===== src/rtl/score_keeper.sv =====
// Pong game controller: edge-detects score pulses and START/RESTART keys, keeps both scores, holds the ball.
// Latency: scores, winner and state update on the first edge that samples an event; status outputs decode state.
// Backpressure: none; inputs are level signals and a held input is counted once.
module score_keeper #(
    parameter int START        = 103,
    parameter int RESTART      = 98,
    parameter int WIN_SCORE    = 7,
    parameter int PAUSE_CYCLES = 25000000
) (
    input  logic       i_CLK,
    input  logic       i_RST_N,
    input  logic [7:0] i_key_byte,
    input  logic       i_p1_scored,
    input  logic       i_p2_scored,
    output logic [3:0] o_p1_score,
    output logic [3:0] o_p2_score,
    output logic       o_ball_hold,
    output logic       o_game_active,
    output logic       o_game_over,
    output logic [1:0] o_winner
);

    localparam int            CW       = $clog2(PAUSE_CYCLES + 1);
    localparam logic [CW-1:0] CNT_LOAD = CW'(PAUSE_CYCLES - 1);
    localparam logic [CW-1:0] CNT_ONE  = CW'(1);
    localparam logic [3:0]    WIN      = 4'(WIN_SCORE);

    typedef enum logic [1:0] {IDLE, SERVE, PLAY, GAME_OVER} state_t;

    state_t        state_q, state_nxt;
    logic [CW-1:0] cnt_q, cnt_nxt;
    logic [3:0]    p1_nxt, p2_nxt;
    logic [1:0]    winner_nxt;
    logic          p1_q, p2_q, start_q, restart_q;
    logic          start_hit, restart_hit;
    logic          start_ev, restart_ev, p1_ev, p2_ev;
    logic [3:0]    p1_inc, p2_inc;

    assign start_hit   = (i_key_byte == 8'(START));
    assign restart_hit = (i_key_byte == 8'(RESTART));
    assign start_ev    = start_hit & ~start_q;
    assign restart_ev  = restart_hit & ~restart_q;
    assign p1_ev       = i_p1_scored & ~p1_q;
    assign p2_ev       = i_p2_scored & ~p2_q;
    assign p1_inc      = o_p1_score + 4'd1;
    assign p2_inc      = o_p2_score + 4'd1;

    always_ff @(posedge i_CLK or negedge i_RST_N) begin
        if (!i_RST_N) begin
            state_q    <= IDLE;
            cnt_q      <= '0;
            o_p1_score <= 4'd0;
            o_p2_score <= 4'd0;
            o_winner   <= 2'b00;
            p1_q       <= 1'b0;
            p2_q       <= 1'b0;
            start_q    <= 1'b0;
            restart_q  <= 1'b0;
        end else begin
            state_q    <= state_nxt;
            cnt_q      <= cnt_nxt;
            o_p1_score <= p1_nxt;
            o_p2_score <= p2_nxt;
            o_winner   <= winner_nxt;
            p1_q       <= i_p1_scored;
            p2_q       <= i_p2_scored;
            start_q    <= start_hit;
            restart_q  <= restart_hit;
        end
    end

    always_comb begin
        state_nxt  = state_q;
        cnt_nxt    = cnt_q;
        p1_nxt     = o_p1_score;
        p2_nxt     = o_p2_score;
        winner_nxt = o_winner;
        if (restart_ev) begin
            state_nxt  = IDLE;
            p1_nxt     = 4'd0;
            p2_nxt     = 4'd0;
            winner_nxt = 2'b00;
        end else begin
            case (state_q)
                IDLE: begin
                    if (start_ev) begin
                        state_nxt = SERVE;
                        p1_nxt    = 4'd0;
                        p2_nxt    = 4'd0;
                        cnt_nxt   = CNT_LOAD;
                    end
                end
                SERVE: begin
                    if (cnt_q == '0) state_nxt = PLAY;
                    else             cnt_nxt   = cnt_q - CNT_ONE;
                end
                PLAY: begin
                    // A simultaneous p2 point is dropped in favour of p1.
                    if (p1_ev) begin
                        p1_nxt = p1_inc;
                        if (p1_inc == WIN) begin
                            state_nxt  = GAME_OVER;
                            winner_nxt = 2'b01;
                        end else begin
                            state_nxt = SERVE;
                            cnt_nxt   = CNT_LOAD;
                        end
                    end else if (p2_ev) begin
                        p2_nxt = p2_inc;
                        if (p2_inc == WIN) begin
                            state_nxt  = GAME_OVER;
                            winner_nxt = 2'b10;
                        end else begin
                            state_nxt = SERVE;
                            cnt_nxt   = CNT_LOAD;
                        end
                    end
                end
                default: ;
            endcase
        end
    end

    assign o_ball_hold   = (state_q != PLAY);
    assign o_game_active = (state_q == SERVE) || (state_q == PLAY);
    assign o_game_over   = (state_q == GAME_OVER);

endmodule


===== config.mk =====
export PLATFORM = sky130hd
export DESIGN_NAME = score_keeper
export DESIGN_NICKNAME = d
export VERILOG_FILES = /design/src/rtl/score_keeper.sv
export SDC_FILE = /design/constraint.sdc
export NUM_CORES = 1
export LEC_CHECK = 0
export ABC_AREA = 1
export CAP_MARGIN = 20
export CORE_ASPECT_RATIO = 1.2
export CORE_MARGIN = 5
export CORE_UTILIZATION = 65
export CTS_BUF_LIST = sky130_fd_sc_hd__clkbuf_8
export DETAILED_ROUTE_END_ITERATION = 16
export GPL_TIMING_DRIVEN = 0
export PLACE_DENSITY = 0.88
export SKIP_CTS_REPAIR_TIMING = 1
export SYNTH_ARGS = -nofsm -noshare
export SYNTH_HDL_FRONTEND = slang
export SYNTH_SLANG_ARGS = --single-unit

===== constraint.sdc =====
create_clock -name i_CLK -period 2.6 [get_ports i_CLK]
set_input_delay 0.26 -clock i_CLK [delete_from_list [all_inputs] [get_ports i_CLK]]
set_output_delay 0.26 -clock i_CLK [all_outputs]
set_load 0.02 [all_outputs]

# [Word level (Yosys, flattened, before mapping)]
# Cells that the tools add are included.
[word_totals] ff_bits=41 in_bits=12 elab_cells=84
[op_classes] addsub=3 eq_ne=20 muxes=29 bitwise_logic=9 n_reduce_logical=14
[ops] cell="$mux W25" count=6
[ops] cell="$pmux W25 S3" count=1
[ops] cell="$mux W2" count=13
[ops] cell="$logic_not A25 Y1" count=1
[ops] cell="$sub A25 B1 Y25 const B" count=1
[ops] cell="$mux W4" count=6
[ops] cell="$ne A3 B3 Y1 const B" count=8
[ops] cell="$eq A8 B7 Y1 const B" count=2
[ops] cell="$pmux W4 S2" count=2
[ops] cell="$reduce_and A4 Y1" count=3
[ops] cell="$reduce_bool A3 Y1" count=4
[ops] cell="$add A4 B1 Y4 const B" count=2
[ops] cell="$eq A4 B3 Y1 const B" count=2
[ops] cell="$reduce_and A7 Y1" count=1
[ops] cell="$ne A2 B2 Y1 const B" count=3
[ops] cell="$pmux W2 S3" count=1
[ops] cell="$not A1 Y1" count=5
[ops] cell="$and A1 B1 Y1" count=4
[ops] cell="$eq A2 B2 Y1 const B" count=2
[ops] cell="$ne A4 B4 Y1 const B" count=1
[ops] cell="$reduce_bool A4 Y1" count=1
[ops] cell="$ne A3 B2 Y1 const B" count=1
[ops] cell="$reduce_and A3 Y1" count=1
[ops] cell="$eq A2 B1 Y1 const B" count=1
[ops] cell="3 further kinds" count=3

# [Longest topological paths before layout]
[logic_depth] depth_word=7 mapped_depth=12 ltp_nobuf=11

# [Worst setup path after synthesis]
# OpenSTA, ideal clock, no wires.
[synth_path] path_type="reg-to-reg" from="register state_q[0]" to="register cnt_q[2]" setup_time_ns=0.117 t_arrival_ns=1.668 required_time_ns=2.483 path_slack_ns=0.815 stages_incl_launch_ff=12 period_less_slack_ns=1.785 cell_sequence="dfrtp_1 inv_1 ha_1 inv_1 nor2_1 nand3_1 nand2_4 inv_4 nand3_4 buf_12 nand2_1 nand2_1"
[synth_between] elab_chain_cells=3 elab_cells_between_ends=11 cone_classes="eq/ne: 7; mux: 1; reduce/logical: 3"
[synth_rtl] element="start: declaration" line="30" source="state_t state_q, state_nxt;"
[synth_rtl] element="start signal: assignment" line="60" source="state_q <= state_nxt;"
[synth_rtl] element="$eq A2 B2 Y1, or another cell as far along" line="84" source="case (state_q)"
[synth_rtl] element="$ne A3 B3 Y1 (no source line), or another cell as far along"
[synth_rtl] element="$reduce_and A7 Y1 (no source line)"
[synth_rtl] element="end signal: assignment" line="61" source="cnt_q <= cnt_nxt;"
[synth_rtl] element="end: declaration" line="31" source="logic [CW-1:0] cnt_q, cnt_nxt;"
# Several ways; a longest one is shown, not always the timed one.
# A chain may end at the register's enable or synchronous reset.

# [Worst setup path in the final report]
[layout_path] from="register state_q[0]" to="output o_ball_hold"
[layout_between] elab_chain_cells=1
[layout_rtl] element="$ne A2 B2 Y1" line="124" source="assign o_ball_hold = (state_q != PLAY);"
[layout_rtl] element="end: declaration" line="17" source="output logic o_ball_hold,"
# Every way passes these cells.

==> metrics.txt <==
ys async rst share=1.00; share of cells above drive strength 1=0.103; Num CTS Buffers=5; H-tree depth=2; Die Height=around 85 um; # diodes=0; grt ovf=0; Reg clk slew, reported paths=0.08 ns; vias in the first global route=2953; hold violation count in the final report=0; CTS tree=yes; Syn-to-layout area delta=14.0%; fin nets=517; Inst Count DP=545; Final Cycle Share=0.826; WHS=0.429 ns; I/O Buffers=24; Vias per Instance=5.42; Worst setup SP type=register; largest fanout on the critical path=7; Setup TNS Final=0 ns; leading area contributor after synthesis=dfrtp_1; mapped cell area=between 0.003 and 0.004 mm2; CP dominant cell by count=inv_1; post-route insts no fill=554; Worst-Margin Slew=a little over 0.5 ns; worst path arrival time=1.89 ns; syn nets=484; WL/cell=12.6 um; Horiz. Die Dim=72.5 um; Slew Viols, Final=0; Max Root-Sink Buffers=2; dpl hpwl=5360 um; GP Congestion=0.904; synth cell count leaders=171 x nand2_1, 54 x inv_1, 53 x nor2_1; #FFs+latches synth=41; WS Path Type=reg2out; top-count cell post-synth=nand2_1; Synth Area per Inst=6.60 um2; Routed WL=6980 um; Core ar.=0.00456 mm2; relative slew slack=0.657; P per Cell Area=between 1000 and 1500 mW/mm2; first-pass GRT wire length=12200 um; top_reg_cell synth=dfrtp_1; Final setup viols=0; Yosys cell types=32; Via Count=3002; IO Count=25; post-layout util=0.762; crit path cell chain=inv_1 -> ha_1 -> inv_1 -> clkdlybuf4s50_1; Clock Skews=~0.0050 ns; static leakage=1.74 nW; Max stage delay cell, worst path=clkdlybuf4s50_1; Max-cap violations=0; DRC viols=0; share of Yosys cell area claimed by the top area cell type=0.337; Min-Delay Path Class=in2reg; die area=0.00616 mm2; root cell of the clock tree=clkbuf_8; Fmax=0.465 GHz; first drt pass iteration count=5; Period minus WS final=2.15 ns; Tot GR Track Use=0.244; register area share after synthesis=0.337; Placed Area=0.00338 mm2; Syn Inst Count=462; max incr delay on CP=between 0.6 and 0.7 ns; antenna viol nets, final=0; 1st-iter DRT viols=191; Initial Utilization=0.668; Rows=27; Worst-Skew Late Latency=0.30 ns; EDFF count, synth=0; status=finished clean; CTS sink cnt=41; RSZ-0062 raised after global routing=no; Critical Path RT=between 2 and 2.5 ns; largest net degree at the start of global routing=24; Max VDD drop=0.673 mV; Worst setup EP type=output pin; top post-synthesis cells by area=dfrtp_1 34%, nand2_1 21%, inv_1 6.7%; Yosys warning total=0; initial antenna violation count=0; fin area=0.00348 mm2
final timing paths:
check | startpoint | endpoint | slack, ns | cells past startpoint
max in group asynchronous | i_RST_N | cnt_q[7] | 1.67 | 3
max reg2reg | state_q[0] | cnt_q[1] | 0.62 | 11
min in group asynchronous | i_RST_N | cnt_q[16] | 0.45 | 2
min | i_p1_scored | p1_q | 0.43 | 1
min reg2reg | cnt_q[1] | cnt_q[1] | 0.50 | 2
max | state_q[0] | o_ball_hold | 0.45 | 4
placed cells by master (no fill, tap or decap), drive strengths merged:
cell type,Yosys,final
a21oi,7,7
buf,6,8
clkbuf,1,6
clkdlybuf4s50,0,23
clkinv,0,2
dfrtp,41,41
dlygate4sd3,0,1
ha,10,10
inv,60,61
nand2,183,183
nand3,43,43
nand4,19,19
nor2,62,62
nor3,4,4
o21ai,13,13
o21bai,3,3
or2,8,8
xor2,2,2
stage by stage:
stage          total power [mW]  worst slack, ns
2_1_floorplan              2.59            0.815
3_3_place_gp               3.03            0.174
3_5_place_dp               3.11            0.512
4_1_cts                    3.53            0.455
5_1_grt                    3.85            0.356
6_report                   3.53            0.451
area by class of cell:
class | count | area (um2)
clock inverter | 3 | 13.8
multi-input combinational | 354 | 1730
clock buffer | 5 | 68.8
sequential | 41 | 1030
inverter | 60 | 228
fill | 356 | 1080
timing repair buffer | 26 | 273
tap | 58 | 72.6
buffer | 7 | 63.8
metal layers:
metal | up-vias | wire length [um] | global-route usage
met5 | - | 0 | 0
met4 | 0 | 196 | 0.106
met3 | 21 | 286 | 0.0403
met1 | 1371 | 2760 | 0.268
met2 | 95 | 3730 | 0.452
li1 | 1515 | - | -
where the power goes:
part | internal (mW) | switching [mW] | leakage [nW]
combinational | 0.742 | 1.31 | 1.17
clock | 0.182 | 0.229 | 0.0491
sequential | 0.831 | 0.229 | 0.520
total | 1.76 | 1.77 | 1.74
sequential cells by signal, summed over array words and instances (netlist names):
signal / count
o_p2_score: 4
o_winner: 2
restart_q: 1
p2_q: 1
cnt_q: 25
start_q: 1
o_p1_score: 4
state_q: 2
p1_q: 1
worst max-delay path: cells and delay by family (launching register included):
family | cells | cell delay (ns)
fa+ha+maj | 1 | 0.23
buf+inv | 3 | 0.95
flops | 1 | 0.41
cell families (layout without fill, tap and decap cells):
family / Yosys count / in the layout / synth area share
AND/OR/NAND/NOR: 319 / 319 / 0.481
buffers and inverters: 67 / 101 / 0.0956
flip-flops: 41 / 41 / 0.337
AO/OA/AOI/OAI: 23 / 23 / 0.0402
adder cells (fa/ha/maj): 10 / 10 / 0.0411
XOR/XNOR: 2 / 2 / 0.00575
Note: power is estimated with default switching activity, not from simulation.
